File: src/rtl/trace_pkg.sv
// -----------------------------------------------------------------------------
// trace_pkg
// Shared types and widths for the pipeline trace recorder.
//   trace_rec_t : one retire record as seen by the trace printer
//   stage_tag_t : per-stage shadow tag carried alongside ID/EX/MEM/WB
//   sat_inc     : saturating increment for the per-instruction stall count
// -----------------------------------------------------------------------------
package trace_pkg;

    localparam int ID_W     = 8;   // sequence ID width (wraps)
    localparam int CYC_W    = 16;  // free-running cycle counter width (wraps)
    localparam int STL_W    = 3;   // stall count width (saturates)
    localparam int PC_W     = 16;
    localparam int INSTR_W  = 16;
    localparam int TR_DEPTH = 8;   // default retire FIFO depth

    typedef struct packed {
        logic [ID_W-1:0]    id;
        logic [PC_W-1:0]    pc;
        logic [INSTR_W-1:0] instr;
        logic [CYC_W-1:0]   fcyc;
        logic [CYC_W-1:0]   wcyc;
        logic [STL_W-1:0]   stalls;
    } trace_rec_t;

    typedef struct packed {
        logic               valid;
        logic [ID_W-1:0]    id;
        logic [PC_W-1:0]    pc;
        logic [INSTR_W-1:0] instr;
        logic [CYC_W-1:0]   fcyc;
        logic [STL_W-1:0]   stalls;
    } stage_tag_t;

    // Stall count sticks at all-ones rather than wrapping back to a small value.
    function automatic logic [STL_W-1:0] sat_inc(input logic [STL_W-1:0] v);
        return (v == '1) ? v : v + STL_W'(1);
    endfunction

endpackage

File: src/rtl/trace_fifo.sv
// -----------------------------------------------------------------------------
// trace_fifo
// First-word-fall-through synchronous FIFO for retire records.
// Ports:
//   clk, rst     : clock, synchronous active-high reset
//   i_push/i_din : write request and data (dropped when full and not popping)
//   o_valid      : head entry present
//   i_ready      : consumer takes the head when o_valid & i_ready
//   o_dout       : head entry (don't-care when o_valid=0)
//   o_overflow   : sticky, set when a push was dropped; cleared only by reset
// -----------------------------------------------------------------------------
module trace_fifo #(
    parameter int  DEPTH = 8,
    parameter type T     = logic
) (
    input  logic clk,
    input  logic rst,
    input  logic i_push,
    input  T     i_din,
    output logic o_valid,
    input  logic i_ready,
    output T     o_dout,
    output logic o_overflow
);

    localparam int AW = $clog2(DEPTH);

    T r_mem [DEPTH];

    // Pointers carry one extra bit so full and empty are distinguishable
    // when the index bits match.
    logic [AW:0] r_wptr;
    logic [AW:0] r_rptr;
    logic        r_overflow;

    logic w_empty;
    logic w_full;
    logic w_pop;
    logic w_wr;

    assign w_empty = (r_wptr == r_rptr);
    assign w_full  = (r_wptr[AW] != r_rptr[AW]) &&
                     (r_wptr[AW-1:0] == r_rptr[AW-1:0]);
    assign w_pop   = !w_empty && i_ready;
    // A pop in the same cycle frees the head slot, so a push on full still
    // lands: it overwrites the slot being read out at this edge.
    assign w_wr    = i_push && (!w_full || w_pop);

    always_ff @(posedge clk) begin
        if (rst) begin
            r_wptr     <= '0;
            r_rptr     <= '0;
            r_overflow <= 1'b0;
        end else begin
            if (w_wr)
                r_wptr <= r_wptr + (AW+1)'(1);
            if (w_pop)
                r_rptr <= r_rptr + (AW+1)'(1);
            if (i_push && w_full && !w_pop)
                r_overflow <= 1'b1;
        end
    end

    // Storage needs no reset; the pointers define what is valid.
    always_ff @(posedge clk) begin
        if (w_wr)
            r_mem[r_wptr[AW-1:0]] <= i_din;
    end

    assign o_valid    = !w_empty;
    assign o_dout     = r_mem[r_rptr[AW-1:0]];
    assign o_overflow = r_overflow;

endmodule

File: src/rtl/pipeline_trace_recorder.sv
// -----------------------------------------------------------------------------
// pipeline_trace_recorder
// Producer side of the per-instruction pipeline trace. Tags each fetched
// instruction with a sequence ID and its ID-acceptance cycle, carries the tag
// through ID/EX/MEM/WB shadow registers following the hazard unit's stall and
// flush, and on write-back pushes one retire record into a FIFO drained by the
// trace printer. Purely an observer; it never drives the core.
// Ports:
//   clk, rst            : clock, synchronous active-high reset
//   if_pc, if_instr     : instruction in fetch this cycle
//   stall               : PC and IF/ID hold (wins over flush)
//   flush               : squash the instruction being fetched
//   rec_valid/rec_ready : FWFT handshake to the trace printer
//   rec_id .. rec_stalls: head record fields (don't-care when rec_valid=0)
//   overflow            : sticky, a retire record was dropped on full FIFO
// -----------------------------------------------------------------------------
module pipeline_trace_recorder
    import trace_pkg::*;
#(
    parameter int DEPTH = TR_DEPTH
) (
    input  logic               clk,
    input  logic               rst,
    input  logic [PC_W-1:0]    if_pc,
    input  logic [INSTR_W-1:0] if_instr,
    input  logic               stall,
    input  logic               flush,
    output logic               rec_valid,
    input  logic               rec_ready,
    output logic [ID_W-1:0]    rec_id,
    output logic [PC_W-1:0]    rec_pc,
    output logic [INSTR_W-1:0] rec_instr,
    output logic [CYC_W-1:0]   rec_fcyc,
    output logic [CYC_W-1:0]   rec_wcyc,
    output logic [STL_W-1:0]   rec_stalls,
    output logic               overflow
);

    logic [CYC_W-1:0] r_cyc;
    logic [ID_W-1:0]  r_next_id;

    stage_tag_t r_id_s;
    stage_tag_t r_ex_s;
    stage_tag_t r_mem_s;
    stage_tag_t r_wb_s;

    trace_rec_t w_rec;
    trace_rec_t w_head;
    logic       w_push;

    always_ff @(posedge clk) begin
        if (rst) begin
            r_cyc     <= '0;
            r_next_id <= '0;
            r_id_s    <= '0;
            r_ex_s    <= '0;
            r_mem_s   <= '0;
            r_wb_s    <= '0;
        end else begin
            r_cyc <= r_cyc + CYC_W'(1);

            if (stall) begin
                // Decode holds its instruction and counts the stall; a bubble
                // goes down the pipe. A simultaneous flush is ignored.
                r_id_s.stalls <= sat_inc(r_id_s.stalls);
                r_ex_s        <= '0;
            end else begin
                // The ID is consumed even for a squashed fetch, so flushes
                // show up as gaps in the retired ID stream.
                r_id_s <= '{valid:  !flush,
                            id:     r_next_id,
                            pc:     if_pc,
                            instr:  if_instr,
                            fcyc:   r_cyc,
                            stalls: '0};
                r_ex_s    <= r_id_s;
                r_next_id <= r_next_id + ID_W'(1);
            end

            r_mem_s <= r_ex_s;
            r_wb_s  <= r_mem_s;
        end
    end

    // Write-back stamp is the current (pre-increment) cycle count.
    assign w_push = r_wb_s.valid;
    assign w_rec  = '{id:     r_wb_s.id,
                      pc:     r_wb_s.pc,
                      instr:  r_wb_s.instr,
                      fcyc:   r_wb_s.fcyc,
                      wcyc:   r_cyc,
                      stalls: r_wb_s.stalls};

    trace_fifo #(
        .DEPTH (DEPTH),
        .T     (trace_rec_t)
    ) u_fifo (
        .clk        (clk),
        .rst        (rst),
        .i_push     (w_push),
        .i_din      (w_rec),
        .o_valid    (rec_valid),
        .i_ready    (rec_ready),
        .o_dout     (w_head),
        .o_overflow (overflow)
    );

    assign rec_id     = w_head.id;
    assign rec_pc     = w_head.pc;
    assign rec_instr  = w_head.instr;
    assign rec_fcyc   = w_head.fcyc;
    assign rec_wcyc   = w_head.wcyc;
    assign rec_stalls = w_head.stalls;

endmodule

File: config.mk
export PLATFORM = sky130hd
export DESIGN_NAME = pipeline_trace_recorder
export DESIGN_NICKNAME = d
export VERILOG_FILES = /design/src/rtl/trace_pkg.sv /design/src/rtl/trace_fifo.sv /design/src/rtl/pipeline_trace_recorder.sv
export SDC_FILE = /design/constraint.sdc
export NUM_CORES = 1
export LEC_CHECK = 0
export ABC_CLOCK_PERIOD_IN_PS = 28100
export CAP_MARGIN = 10
export CORE_ASPECT_RATIO = 0.5
export CORE_MARGIN = 2
export CORE_UTILIZATION = 40
export DETAILED_ROUTE_END_ITERATION = 7
export HOLD_SLACK_MARGIN = 0.03
export SETUP_SLACK_MARGIN = 0.3
export SYNTH_ARGS = -nofsm -noshare
export SYNTH_HDL_FRONTEND = slang
export SYNTH_SLANG_ARGS = --single-unit
File: constraint.sdc
create_clock -name clk -period 28.1 [get_ports clk]
set_input_delay 4.215 -clock clk [delete_from_list [all_inputs] [get_ports clk]]
set_output_delay 4.215 -clock clk [all_outputs]
set_load 0.005 [all_outputs]
==> results.md <==
- The flow ran to the end, and the final reports show no timing, DRC or antenna violations.
- The number of clock sinks seen by CTS is 876.
- The die area is 80200 µm².
- The initialized floorplan defines 72 standard-cell rows.
- The final critical-path share of the clock period is 30.4%.
- The post-detailed-route via-to-cell ratio is 4.91.
- The count of H-tree levels built during CTS is 3.
- The most frequent standard cell in the layout excluding fill and tap cells is sky130_fd_sc_hd__edfxtp_1.
- The wire length of the first global-routing pass is 93100 µm.
- Of the post-synthesis cell area, the dominant cell type holds 57.9%.
- The aggregate negative setup slack is 0 ps.
- The biggest area contributor in the post-synthesis netlist is sky130_fd_sc_hd__edfxtp_1.
- The number of fill cells in the layout is 6524.
- The number of max-slew violations in the final report is 0.
- The post-cts sizing count is 0.
- The average wire per cell in the routed design is 21.3 µm.
- The transition time at the pin with the least slew margin is 1060 ps.
- The height of the chip is 201 µm.
- The total of flip-flops plus latches after synthesis is 876.
- The TritonCTS clock tree is built.
- The total length of routed wires is 61000 µm.
- In this run switching power makes up 19.7% of total power.
- The synthesis warning total is 0.
- The count of final hold-check violations came to 0.
- The number of clock buffers inserted by TritonCTS is 79.
- Setup violations remaining at the end of the flow were counted as 0.
- Leaving out fill and tap cells, the most frequent cells in the layout are sky130_fd_sc_hd__edfxtp_1 (600), sky130_fd_sc_hd__dfxtp_1 (273), sky130_fd_sc_hd__mux4_2 (150), sky130_fd_sc_hd__nor2b_1 (127), sky130_fd_sc_hd__clkdlybuf4s50_1 (111).
- The sum of net half-perimeters after detailed placement is 31100 µm.
- The final period demand of the worst path is 8530 ps.
- The latest clock arrival within the worst-skew pair is 630 ps.
- Excluding fillers, the count of instances in the completed layout stands at 2860.
- The worst-case register-to-register setup slack is 24670 ps.
- For this design the static power due to leakage is 12.3 nW.
- The initial antenna violation count is 1.
- The part of the power in the clock network is 44.0%.
- Sorting the synthesized cells by area gives the leading types as sky130_fd_sc_hd__edfxtp_1 (58%), sky130_fd_sc_hd__dfxtp_1 (18%), sky130_fd_sc_hd__mux4_2 (11%).
- The worst min-delay path class is flip-flop to flip-flop.
- The analysis attributes to net switching a power of 0.494 mW.
- When the netlist entered floorplanning its net count stood at 1667.
- In this run the count of I/O pins placed on the die edge is 114.
- The netlist area before placement is 31100 µm².
- Sequential cells were found to cover 75.7% of the synthesized design area.
- The internal portion of total power is 2.02 mW.
- The tool flagged a number of max-cap violations equal to 0.
- Before antenna repair, the detailed router went through 7 iterations.
- The overall fraction of global-route tracks in use is 15.5%.
- The clock-pin slew reported for the worst setup and hold paths after clock tree synthesis is 70 ps.
- Once the clock tree was built, the setup fixing pass inserted 0 buffers.
- The total number of nets in the final design is 1800.
- For the worst setup path, the data arrival time is 4320 ps.
- Entering global routing, the biggest net connects 96 pins.
- The worst reg2reg path endpoint is u_fifo.r_mem[1][49].
- For this run, design rule violations remaining after detail routing come to 0.
- The starting density of the core is 40.3%.
- The number of port buffers is 113.
- The detail route stage leaves a number of antenna-violating nets equal to 0.
- The clock root buffer is sky130_fd_sc_hd__clkbuf_16.
- The synthesized area divided by synthesized cell count is 19.2 µm².
- The clock arrives with 19.7 ps of skew.
- The maximum net fanout on the critical path is 48.
- The maximum clock path buffer count is 3.
- Following the worst setup path forward leads to its endpoint at rec_instr[7].
- STA classifies the critical path startpoint as a flip-flop.
- Registers are responsible for 54.7% of the overall power.
- In this run, post-CTS hold repair placed 0 buffers.
- The worst-case IR drop observed on VDD is 0.0426 mV.
- Routability-driven placement finished with a final weighted congestion of 0.685.
- After global routing the overflow that remains totals 0.
- The number of global-route vias before repair is 14769.
- The startpoint identified for the worst register-to-register timing path is u_fifo.r_wptr[1].
- Per report_power, the combinational group accounts for 1.4% of the total.
- The critical path in this run is classified as flip-flop to output pin.
- Across all layers, the routed design uses 14047 vias.
- Of the cells placed in the final design, the portion with a size suffix greater than 1 is 21.4%.
- Setup repair after global routing left no endpoint under its margin.
- The number of unique standard cell types used by synthesis is 41.
- The area overhead of the layout relative to synthesis is 15.8%.
- After detailed placement, the design holds a cell count of 2712.
- The category of the worst setup path capture point is an output pin.
- The iteration-0 DRC count of the detailed router is 1056.
- Measured along the x axis, the die boundary spans 398 µm.
- The highest clock frequency the design can meet is 117 MHz.
- The floorplan step defined a core boundary enclosing 77100 µm².
- In this run the most critical hold path is launched from r_mem_s[24].
- The cell count after synthesis came out at 1624.
- Dividing total power by cell area gives a power density of 69.8 nW/µm².
- The number of cells on the worst reg-to-reg path is 5.
- The max-slew headroom at the worst pin is 29.4%.
- STA puts the critical path data required time at 23890 ps.
-- synth_stat cells (all sizes together) --
library cell,number
mux2,79
a21oi,8
and4b,4
o21ai,3
and4,4
dfxtp,276
mux2i,60
nand3,11
xnor2,6
edfxtp,600
and3b,1
nor3,3
nor2b,127
or2,1
ha,6
o41ai,1
xor2,18
nand4,7
mux4,150
clkbuf,37
a21boi,1
nand2,7
inv,4
a211oi,1
nor2,93
a31oi,1
buf,44
or3,4
or4,1
and2,60
nor4b,1
and3,4
o31ai,1
-- sequential cells by signal, summed over array words and instances, names as in the netlist, named ones only --
signal,count
r_cyc,16
r_ex_s,60
r_id_s,60
r_mem_s,60
r_next_id,8
r_wb_s,59
u_fifo.o_overflow,1
u_fifo.r_mem,600
u_fifo.r_rptr,4
u_fifo.r_wptr,4
w_push,1
-- worst max-delay path, stage by stage, from the launching register on --
cell and delay, ps:
sky130_fd_sc_hd__dfxtp_4 710, sky130_fd_sc_hd__buf_4 640, sky130_fd_sc_hd__buf_4 890, sky130_fd_sc_hd__mux4_2 610, sky130_fd_sc_hd__mux2_2 270, sky130_fd_sc_hd__clkdlybuf4s50_1 480
-- worst min-delay path by stage --
stage	cells after the start	slack, ps	end
final	1	430	r_wb_s[24]
after global routing	1	450	r_mem_s[44]
after CTS	1	430	r_mem_s[27]
after detailed placement	1	420	r_wb_s[9]
after global placement	1	420	r_mem_s[20]
after floorplan	1	410	r_mem_s[0]
-- per-layer routing --
layer,global-route usage (%),routed length [µm],vias up
met1,22.1,28600,7318
met5,0,0,-
li1,-,-,6463
met4,3.73,1010,0
met3,2.66,2080,73
met2,24.7,29300,193
-- power groups by stage --
| stage | registers (mW) | logic [mW] | clock network, mW |
|---|---|---|---|
| after floorplan | 1.40 | 0.0230 | 0 |
| after global placement | 1.40 | 0.0349 | 0 |
| after detailed placement | 1.40 | 0.0353 | 0 |
| after CTS | 1.37 | 0.0353 | 1.13 |
| after global routing | 1.37 | 0.0378 | 1.19 |
| final | 1.37 | 0.0343 | 1.11 |
-- area by class of cell --
| type | instances | area [µm²] | share of cell area (%) |
|---|---|---|---|
| Antenna cell | 1 | 2.50 | 0.00695 |
| Inverter | 4 | 15.0 | 0.0417 |
| Clock inverter | 37 | 419 | 1.16 |
| Sequential cell | 876 | 23600 | 65.4 |
| Tap cell | 1036 | 1300 | 3.60 |
| Timing Repair Buffer | 133 | 1280 | 3.55 |
| Clock buffer | 110 | 2260 | 6.29 |
| Multi-Input combinational cell | 663 | 7180 | 19.9 |
-- logic make-up after synthesis --
kind of cell,after synthesis,synth area share [%]
buf+inv,85,1.38
xor+xnor,24,0.748
fa+ha+maj,6,0.241
simple gates,328,5.89
compound gates,16,0.394
flops,876,75.7
mux,289,15.7
-- stage by stage --
stage / area (µm²) / util (%) / hold WS [ps] / power, mW / worst slack, ps
3_3_place_gp: 33300 / 43.2 / 415 / 1.44 / 20060
5_1_grt: 36000 / 46.7 / 446 / 2.60 / 19140
6_report: 36000 / 46.7 / 433 / 2.51 / 19570
2_1_floorplan: 31100 / - / 414 / 1.42 / 15070
3_5_place_dp: 33300 / 43.2 / 420 / 1.44 / 20030
4_1_cts: 36000 / 46.7 / 431 / 2.54 / 19350
Power figures use the tool's default switching activity.
